File: config.mk
export PLATFORM = sky130hd
export DESIGN_NAME = soma_serial_ctrl_flat
export DESIGN_NICKNAME = d
export VERILOG_FILES = /design/src/rtl/soma_serial_ctrl_pkg.sv /design/src/rtl/soma_serial_ctrl_if.sv /design/src/rtl/soma_serial_ctrl_full.sv /design/src/rtl/soma_serial_ctrl.sv /design/src/flat_wrapper.sv
export SDC_FILE = /design/constraint.sdc
export NUM_CORES = 1
export LEC_CHECK = 0
export ABC_AREA = 1
export CORE_MARGIN = 3
export CORE_UTILIZATION = 32
export CTS_CLUSTER_SIZE = 12
export DETAILED_ROUTE_END_ITERATION = 6
export PLACE_DENSITY = 0.53
export SYNTH_ARGS = -nofsm -noshare
export SYNTH_HDL_FRONTEND = slang
export SYNTH_SLANG_ARGS = --single-unit
File: constraint.sdc
create_clock -name clk -period 1.6 [get_ports clk]
set_input_delay 0.16 -clock clk [delete_from_list [all_inputs] [get_ports clk]]
set_output_delay 0.16 -clock clk [all_outputs]
set_load 0.05 [all_outputs]
File: src/rtl/soma_serial_ctrl_pkg.sv
// soma_pkg: shared definitions for the bit-serial adder controller.
//   state_e  - controller FSM encoding (IDLE / RUN / DONE)
//   cnt_w()  - bit-step counter width for a given operand width
package soma_pkg;

  typedef enum logic [1:0] {
    IDLE = 2'd0,
    RUN  = 2'd1,
    DONE = 2'd2
  } state_e;

  // Counter must still exist as one bit when N=1.
  function automatic int cnt_w(input int n);
    return (n > 1) ? $clog2(n) : 1;
  endfunction

endpackage

File: src/rtl/soma_serial_ctrl_if.sv
// soma_serial_ctrl_if: request/result bundle between a datapath and the
// bit-serial adder controller.
//   start, a, b, cin : request side, driven by the master
//   busy, done       : status, driven by the controller (slave)
//   sum, cout        : result, driven by the controller, held until next completion
interface soma_serial_ctrl_if #(parameter int N = 8);
  logic         start;
  logic [N-1:0] a;
  logic [N-1:0] b;
  logic         cin;
  logic         busy;
  logic         done;
  logic [N-1:0] sum;
  logic         cout;

  modport master (output start, a, b, cin, input  busy, done, sum, cout);
  modport slave  (input  start, a, b, cin, output busy, done, sum, cout);
endinterface

File: src/rtl/soma_serial_ctrl_full.sv
// soma1bit_half: combinational 1-bit half adder.
//   a_i, b_i -> sum_o (a^b), carry_o (a&b)
// soma1bit_full: combinational 1-bit full adder from two half adders + OR.
//   a_i, b_i, cin_i -> sum_o, carry_o
module soma1bit_half (
  input  logic a_i,
  input  logic b_i,
  output logic sum_o,
  output logic carry_o
);
  assign sum_o   = a_i ^ b_i;
  assign carry_o = a_i & b_i;
endmodule

module soma1bit_full (
  input  logic a_i,
  input  logic b_i,
  input  logic cin_i,
  output logic sum_o,
  output logic carry_o
);
  logic s0, c0, c1;

  soma1bit_half u_ha0 (.a_i(a_i), .b_i(b_i),   .sum_o(s0),    .carry_o(c0));
  soma1bit_half u_ha1 (.a_i(s0),  .b_i(cin_i), .sum_o(sum_o), .carry_o(c1));

  // Both half-adder carries can never be high together, so OR is exact.
  assign carry_o = c0 | c1;
endmodule

File: src/rtl/soma_serial_ctrl.sv
// soma_serial_ctrl: bit-serial N-bit adder controller. One full-adder cell
// is stepped over N cycles LSB first, the carry living in a register.
// Ports:
//   clk   - rising-edge clock
//   rst_n - asynchronous active-low reset
//   bus   - slave side of soma_serial_ctrl_if:
//           start/a/b/cin in (sampled in IDLE or DONE only),
//           busy (RUN), done (1-cycle pulse), sum/cout (held result)
// Latency: start accepted at edge k -> sum/cout written at edge k+N,
// done high during the following cycle.
module soma_serial_ctrl
  import soma_pkg::*;
#(
  parameter int N = 8
) (
  input  logic              clk,
  input  logic              rst_n,
  soma_serial_ctrl_if.slave bus
);

  localparam int CW = cnt_w(N);

  state_e          state_q, state_d;
  logic [N-1:0]    sha_q, sha_d;
  logic [N-1:0]    shb_q, shb_d;
  logic [N-1:0]    acc_q, acc_d;
  logic [N-1:0]    sum_q, sum_d;
  logic            carry_q, carry_d;
  logic            cout_q, cout_d;
  logic [CW-1:0]   cnt_q, cnt_d;

  logic            fa_s, fa_c;
  logic [N-1:0]    acc_shift;
  logic            last;
  logic            accept;
  logic            busy, done;

  soma1bit_full u_fa (
    .a_i    (sha_q[0]),
    .b_i    (shb_q[0]),
    .cin_i  (carry_q),
    .sum_o  (fa_s),
    .carry_o(fa_c)
  );

  // New sum bit enters at the MSB; after N steps bit 0 holds the LSB.
  generate
    if (N == 1) begin : g_acc1
      assign acc_shift = fa_s;
    end else begin : g_accn
      assign acc_shift = {fa_s, acc_q[N-1:1]};
    end
  endgenerate

  assign last   = (cnt_q == CW'(N - 1));
  assign accept = bus.start && (state_q != RUN);

  // ---------------- FSM: state register ----------------
  always_ff @(posedge clk or negedge rst_n) begin
    if (!rst_n) state_q <= IDLE;
    else        state_q <= state_d;
  end

  // ---------------- FSM: next state ----------------
  always_comb begin
    state_d = state_q;
    case (state_q)
      IDLE:    state_d = bus.start ? RUN : IDLE;
      RUN:     state_d = last ? DONE : RUN;
      DONE:    state_d = bus.start ? RUN : IDLE;
      default: state_d = IDLE;
    endcase
  end

  // ---------------- FSM: outputs ----------------
  always_comb begin
    busy = 1'b0;
    done = 1'b0;
    case (state_q)
      RUN:     busy = 1'b1;
      DONE:    done = 1'b1;
      default: ;
    endcase
  end

  assign bus.busy = busy;
  assign bus.done = done;
  assign bus.sum  = sum_q;
  assign bus.cout = cout_q;

  // ---------------- datapath next state ----------------
  always_comb begin
    sha_d   = sha_q;
    shb_d   = shb_q;
    acc_d   = acc_q;
    sum_d   = sum_q;
    carry_d = carry_q;
    cout_d  = cout_q;
    cnt_d   = cnt_q;
    if (accept) begin
      sha_d   = bus.a;
      shb_d   = bus.b;
      carry_d = bus.cin;
      cnt_d   = '0;
    end else if (state_q == RUN) begin
      sha_d   = sha_q >> 1;
      shb_d   = shb_q >> 1;
      carry_d = fa_c;
      acc_d   = acc_shift;
      cnt_d   = last ? '0 : cnt_q + CW'(1);
      // Result registers only move on the final step: no partial sums visible.
      if (last) begin
        sum_d  = acc_shift;
        cout_d = fa_c;
      end
    end
  end

  always_ff @(posedge clk or negedge rst_n) begin
    if (!rst_n) begin
      sha_q   <= '0;
      shb_q   <= '0;
      acc_q   <= '0;
      sum_q   <= '0;
      carry_q <= 1'b0;
      cout_q  <= 1'b0;
      cnt_q   <= '0;
    end else begin
      sha_q   <= sha_d;
      shb_q   <= shb_d;
      acc_q   <= acc_d;
      sum_q   <= sum_d;
      carry_q <= carry_d;
      cout_q  <= cout_d;
      cnt_q   <= cnt_d;
    end
  end

endmodule

File: src/flat_wrapper.sv
// flat-port wrapper written by rule: the top's interface ports become plain ports
module soma_serial_ctrl_flat import soma_pkg::*;
#(
  parameter int N = 8
)
  (clk, rst_n, bus_start, bus_a, bus_b, bus_cin, bus_busy, bus_done, bus_sum, bus_cout);
  soma_serial_ctrl_if #(.N(N)) bus_i ();
  input  logic clk;
  input  logic rst_n;
  input wire logic [$bits(bus_i.start)-1:0] bus_start;
  input wire logic [$bits(bus_i.a)-1:0] bus_a;
  input wire logic [$bits(bus_i.b)-1:0] bus_b;
  input wire logic [$bits(bus_i.cin)-1:0] bus_cin;
  output wire logic [$bits(bus_i.busy)-1:0] bus_busy;
  output wire logic [$bits(bus_i.done)-1:0] bus_done;
  output wire logic [$bits(bus_i.sum)-1:0] bus_sum;
  output wire logic [$bits(bus_i.cout)-1:0] bus_cout;
  assign bus_i.start = bus_start;
  assign bus_i.a = bus_a;
  assign bus_i.b = bus_b;
  assign bus_i.cin = bus_cin;
  assign bus_busy = bus_i.busy;
  assign bus_done = bus_i.done;
  assign bus_sum = bus_i.sum;
  assign bus_cout = bus_i.cout;
  soma_serial_ctrl #(.N(N)) u_core (.clk(clk), .rst_n(rst_n), .bus(bus_i));
endmodule
==> impl_metrics.ini, run 1 <==
[logic_synthesis]
synth_common_cells = nand2_1, nand3_1, dfrtp_1
yosysTopAreaCell = dfrtp_1
syn_inst = 182
synth_area_leaders = dfrtp_1, nand3_1, nand2_1
synth_ff_type = dfrtp_1
synth_seq_cells = 38
syn_area_mm2 = 0.00166
synth_fp_nets = 205
synth_edf_count = 0
synthArstFlopShare_pct = 100
syn_area_per_cell_um2 = 9.10
yosys.cell_types.count = 17
yosysMostFrequentCell = nand2_1
seq_area_frac_synth_pct = 57.4
synth_warnings = 0
yosysTopAreaCellShare_pct = 57.4

[worst_setup_path]
max_stage_delay_ns = 0.44
crit_start = u_core.state_q[0]
cp.buffers_inverters = 2
worstPathMaxFanout = 10
timing.rr.start = u_core.cnt_q[0]
cp_data_required_time_ns = 1.44
critPathArrivalTime_ns = 1.24
crit_chain = inv_2, nor2_4, buf_12
path_delay_family = flip-flops
endpoint_kind = primary output
cp-start-kind = register
crit_slowest_cell = dfrtp_1
path_class = reg2out

[clocking]
holdBufCountCts = 1
clkTransAtPathRegs_ns = 0.07
clock_tree.buffer_depth = 2
cts_setup_buffers = 0
post_cts_resized = 0
cts_buffers = 5
clock_latency_ns = 0.29
clock-sinks = 38
ctsRootBufferMaster = clkbuf_8
htreeDepth = 2
cts_tree = built

[placed_design]
dp_hpwl_mm = 2.20
place_area_mm2 = 0.00202
gp_congestion = 0.690
io_buffers = 30

[timing]
tns_ns = 0
period_minus_slack_ns = 1.40
drv_slew = 0
max_slew_margin_pct = 57.0
rsz0062_at_grt = no
final_hold_viol_count = 0
final.setup_skew_ns = 0.00453
fmax_ghz = 0.716
worst_pin_slew_ns = 0.644
setup_viol = 0
fin_crit_sh_pct = 87.2

[worst_hold_path]
hold_start = bus_b[7]
hp-class = in2reg

[die]
placeableCoreArea_mm2 = 0.00485
die_w_um = 77.9
ios = 31
die-area_mm2 = 0.00607
rows = 25
die_y_um = 77.9
initial_core_util_pct = 34.1

[power]
p_seq_share_pct = 40.0
power_density_mw_per_mm2 = 1870
max-vdd-ir-drop_mv = 0.760
p_leak_nw = 1.04
switchingPower_mw = 1.65
total_power_mw = 3.96
pwr-share-comb_pct = 43.0
internal_power_mw = 2.32
swShare_pct = 41.5
p_clk_share_pct = 16.9

[status]
status = finished clean

[route]
drt-pass1-iter-count = 4
wl_mm = 3.29
vias = 1294
drt_iter0_drc = 75
postRouteAntennaNets = 0
wire_per_inst_um = 11.6
drcViolationCount = 0
vias_per_cell = 4.56

[flow_run]
drv_cap = 0

[final_layout]
final_nets = 239
layout-drive-gt1-share_pct = 14.7
insertedDiodeCount = 0
multi_input_area_um2 = 613
regArea_um2 = 951
stdcell_area_mm2 = 0.00212
area_delta_synth_final_pct = 27.9
fillCellCount = 499

[grt]
grt-ovfl-total = 0
grt_usage_pct = 11.8
antenna_found_initial = 0
grt_pass1_wl_mm = 5.66
grt_pass1_vias = 1229
grt_max_degree = 39
==> flip-flops by register name, summed over array words and instances, names as in the netlist <==
register / count
u_core.state_q: 2
u_core.carry_q: 1
u_core.bus.cout: 1
u_core.cnt_q: 3
u_core.shb_q: 8
u_core.sha_q: 8
u_core.bus.sum: 8
u_core.acc_q: 7
==> per-layer routing <==
metal	track usage [%]	up-vias	wire length (um)
met1	15.0	596	1530
li1	-	664	-
met2	18.2	29	1550
met5	0	-	0
met4	5.24	0	48
met3	3.71	5	159
==> layout by cell type, fill, tap and decap left out <==
| master | instances |
|---|---|
| nand2_1 | 58 |
| nand3_1 | 52 |
| dfrtp_1 | 38 |
| clkdlybuf4s50_1 | 18 |
| buf_4 | 15 |
| inv_1 | 6 |
| o21ai_0 | 6 |
| clkbuf_8 | 6 |
| inv_2 | 2 |
| nor2_4 | 2 |
| ha_1 | 2 |
| buf_12 | 2 |
| nor2_1 | 1 |
| nand2_4 | 1 |
| o22ai_1 | 1 |
| nand3_2 | 1 |
| nand2_2 | 1 |
| fa_1 | 1 |
| clkinv_2 | 1 |
| clkbuf_1 | 1 |
| dlygate4sd3_1 | 1 |
| buf_2 | 1 |
==> through the flow <==
stage,utilization (%),hold WS [ns],setup WS [ns],std cells
CTS,43.7,0.420,0.182,284
floorplan,-,-0.136,0.343,182
global route,43.7,0.441,0.111,284
finish,43.7,0.425,0.204,284
global placement,41.6,0.243,0.186,275
detailed placement,41.6,0.241,0.164,275
==> power by group through the flow <==
stage	combinational, mW	sequential [mW]	clock (mW)
CTS	1.74	1.59	0.694
global placement	1.72	1.60	0
finish	1.70	1.59	0.671
global route	1.91	1.64	0.738
floorplan	0.924	1.90	0
detailed placement	1.73	1.60	0
==> area by class of cell <==
class	count	area share, %
Sequential cell	38	44.9
Multi-Input combinational cell	126	29.0
Timing Repair Buffer	37	16.4
Clock buffer	7	4.08
Tap cell	67	3.96
Inverter	8	1.42
Clock inverter	1	0.236
==> path summary, 6_finish.rpt <==
check | end | slack, ns | depth (start not counted)
min in group asynchronous | u_core.bus.sum[5] | 0.45 | 3
max | bus_busy | 0.20 | 3
min reg2reg | u_core.bus.sum[7] | 0.47 | 2
min | u_core.shb_q[7] | 0.43 | 3
max reg2reg | u_core.bus.sum[7] | 0.33 | 6
max in group asynchronous | u_core.cnt_q[1] | 0.80 | 3
==> kinds of logic after synthesis <==
family	synth area share, %
AO/OA/AOI/OAI	2.19
buffers and inverters	5.52
flip-flops	57.4
adder cells (fa/ha/maj)	2.72
AND/OR/NAND/NOR	32.1
==> worst min-delay path, cell delays in order <==
cell and delay, ns:
clkdlybuf4s50_1 0.39, nand3_1 0.08, nand2_1 0.05
No activity file was read; power rests on OpenSTA's default activity.
==> run 2, diff against run 1 <==
ABC_AREA = 0   (was 1)
==> run 2 against run 1 <==
Effect of this change: total power grew 20%; register-to-register slack got worse by 0.24 ns; largest cell class unchanged; final area grew 9.1%; largest power group unchanged; first-iteration DRC count is 17% lower; via count is 25% lower; highest routed layer unchanged; flip-flop and latch count is the same; worst setup slack worse by 0.11 ns.
==> impl_metrics.ini, run 2 <==
[status]
status = finished clean

[power]
p_seq_share_pct = 35.0
power_density_mw_per_mm2 = 2060
pwr-share-comb_pct = 43.9
switchingPower_mw = 1.55
max-vdd-ir-drop_mv = 0.626
swShare_pct = 32.4
p_clk_share_pct = 21.0
p_leak_nw = 1.09
internal_power_mw = 3.22

[logic_synthesis]
seq_area_frac_synth_pct = 53.0
synth_common_cells = dfrtp_1, mux2_2, mux2_4
yosysTopAreaCellShare_pct = 53.0
syn_inst = 110
yosysTopAreaCell = dfrtp_1
synth_seq_cells = 38
syn_area_mm2 = 0.00180
synthArstFlopShare_pct = 100
synth_fp_nets = 133
synth_area_leaders = dfrtp_1, mux2_4, mux2_2
synth_warnings = 0
synth_edf_count = 0
yosys.cell_types.count = 19
syn_area_per_cell_um2 = 16.3
yosysMostFrequentCell = dfrtp_1
synth_ff_type = dfrtp_1

[placed_design]
pre_cts_slack_ns = 0.00651
io_buffers = 30
dp_hpwl_mm = 2.05
gp_congestion = 0.657
place_area_mm2 = 0.00215

[timing]
drv_slew = 0
final_hold_viol_count = 0
fin_crit_sh_pct = 94.3
tns_ns = 0
final.setup_skew_ns = 0.00794
rsz0062_at_grt = no
period_minus_slack_ns = 1.51
worst_pin_slew_ns = 0.479
fin_ws_ns = 0.0913
setup_viol = 0
fmax_ghz = 0.663
max_slew_margin_pct = 68.1

[route]
top_layer_used = met4
wire_per_inst_um = 14.0
drt-pass1-iter-count = 4
drcViolationCount = 0
vias = 972
vias_per_cell = 4.44
postRouteAntennaNets = 0
wl_mm = 3.07
wl_met2_mm = 1.50
wl_met3_um = 142
drt-met1-wl_mm = 1.36
drt_iter0_drc = 62

[die]
die-area_mm2 = 0.00655
ios = 31
die_y_um = 80.9
die_w_um = 80.9
placeableCoreArea_mm2 = 0.00527
rows = 26
initial_core_util_pct = 34.1

[worst_setup_path]
cp-start-kind = register
crit_chain = ha_1, ha_2, nand3b_1, buf_12, mux2_2
crit_slowest_cell = dfrtp_1
worstPathMaxFanout = 10
critPathArrivalTime_ns = 1.69
path_class = reg2reg
cp_data_required_time_ns = 1.78
max_stage_delay_ns = 0.40
endpoint_kind = register

[final_layout]
final_nets = 171
area_delta_synth_final_pct = 28.6
layout-drive-gt1-share_pct = 51.0
insertedDiodeCount = 0
fillCellCount = 495
layout_common_cells = dfrtp_1, mux2_2, mux2_4
stdcell_area_mm2 = 0.00231
layout_commonest_cell = dfrtp_1

[clocking]
clock_tree.buffer_depth = 2
clock-sinks = 38
htreeDepth = 2
clkTransAtPathRegs_ns = 0.07
cts_tree = built
clock_latency_ns = 0.29
ctsRootBufferMaster = clkbuf_8
cts_buffers = 5

[grt]
grt-ovfl-total = 0
antenna_found_initial = 0
grt_pass1_vias = 1095
grt_max_degree = 39
grt_usage_pct = 10.8
grt_pass1_wl_mm = 5.26

[flow_run]
drv_cap = 0

[worst_hold_path]
hp-class = in2async
## run 2: changes by cell type in the layout (fill, tap and decap cells not counted), sizes merged, moves of 2 or more
cell,before,now
bufinv,0,2
nand3,53,0
nand2,60,0
o21ai,6,0
nor2b,0,2
mux2i,0,2
inv,8,3
mux2,0,48
## run 2: kinds of logic (layout without fill, tap and decap cells)
family / count (synthesis) / count (layout) / synth area share (%)
AO/OA/AOI/OAI: 2 / 2 / 0.837
multiplexers: 50 / 50 / 35.8
flip-flops: 38 / 38 / 53.0
AND/OR/NAND/NOR: 8 / 8 / 2.86
buffers and inverters: 9 / 48 / 5.02
adder cells (fa/ha/maj): 3 / 3 / 2.51
## run 2: routing by layer
layer	up-vias	track usage [%]
li1	460	-
met1	488	12.7
met2	18	17.8
met3	6	3.44
met4	0	5.57
met5	-	0
## run 2: power by group through the flow
stage               Clock, mW  Combinational [mW]  Sequential, mW
detailed placement          0                2.09            1.69
global route             1.07                2.26            1.74
finish                   1.00                2.09            1.67
floorplan                   0                1.39            1.98
global placement            0                2.06            1.67
CTS                      1.03                2.11            1.68
## run 2: cell type report
class	count	area, um2	share of cell area (%)
well taps	70	87.6	3.79
inverters	3	11.3	0.488
repair buffers	37	360	15.6
clock inverters	2	60.1	2.60
multi-input cells	63	757	32.8
clock buffers	6	82.6	3.58
flip-flops and latches	38	951	41.2
## run 2: path summary, 6_finish.rpt
path	from	end	slack [ns]	cells past startpoint
max in group asynchronous	rst_n	u_core.shb_q[0]	0.82	3
hold reg to reg	u_core.sha_q[4]	u_core.sha_q[3]	0.51	1
setup reg to reg	u_core.cnt_q[0]	u_core.bus.sum[7]	0.09	5
setup / recovery	u_core.cnt_q[0]	u_core.bus.sum[7]	0.09	5
hold / removal	rst_n	u_core.sha_q[5]	0.45	3
min in group clk	bus_a[7]	u_core.sha_q[7]	0.49	3
## run 2: timing repair
action	in CTS	in global routing
resized for setup	0	1
setup buffers	0	1
endpoints found under the hold margin	38	0
hold buffers	1	0
endpoints found under the setup margin	0	9
## run 2: critical path: cells and delay by family (launching register included)
| family | cells | cell delay, ns |
|---|---|---|
| buffers and inverters | 1 | 0.14 |
| and+or+nand+nor | 1 | 0.13 |
| DFF | 1 | 0.40 |
| adders and majority gates | 2 | 0.39 |
| muxes | 1 | 0.33 |
## run 2: per-stage QoR
step | std cells | hold slack (ns) | power, mW | util [%]
after global placement | 209 | 0.232 | 3.73 | 40.7
after CTS | 218 | 0.473 | 4.82 | 43.6
after detailed placement | 209 | 0.242 | 3.78 | 40.7
final | 219 | 0.447 | 4.77 | 43.8
after floorplan | 110 | -0.136 | 3.37 | -
after global routing | 219 | 0.488 | 5.08 | 43.8
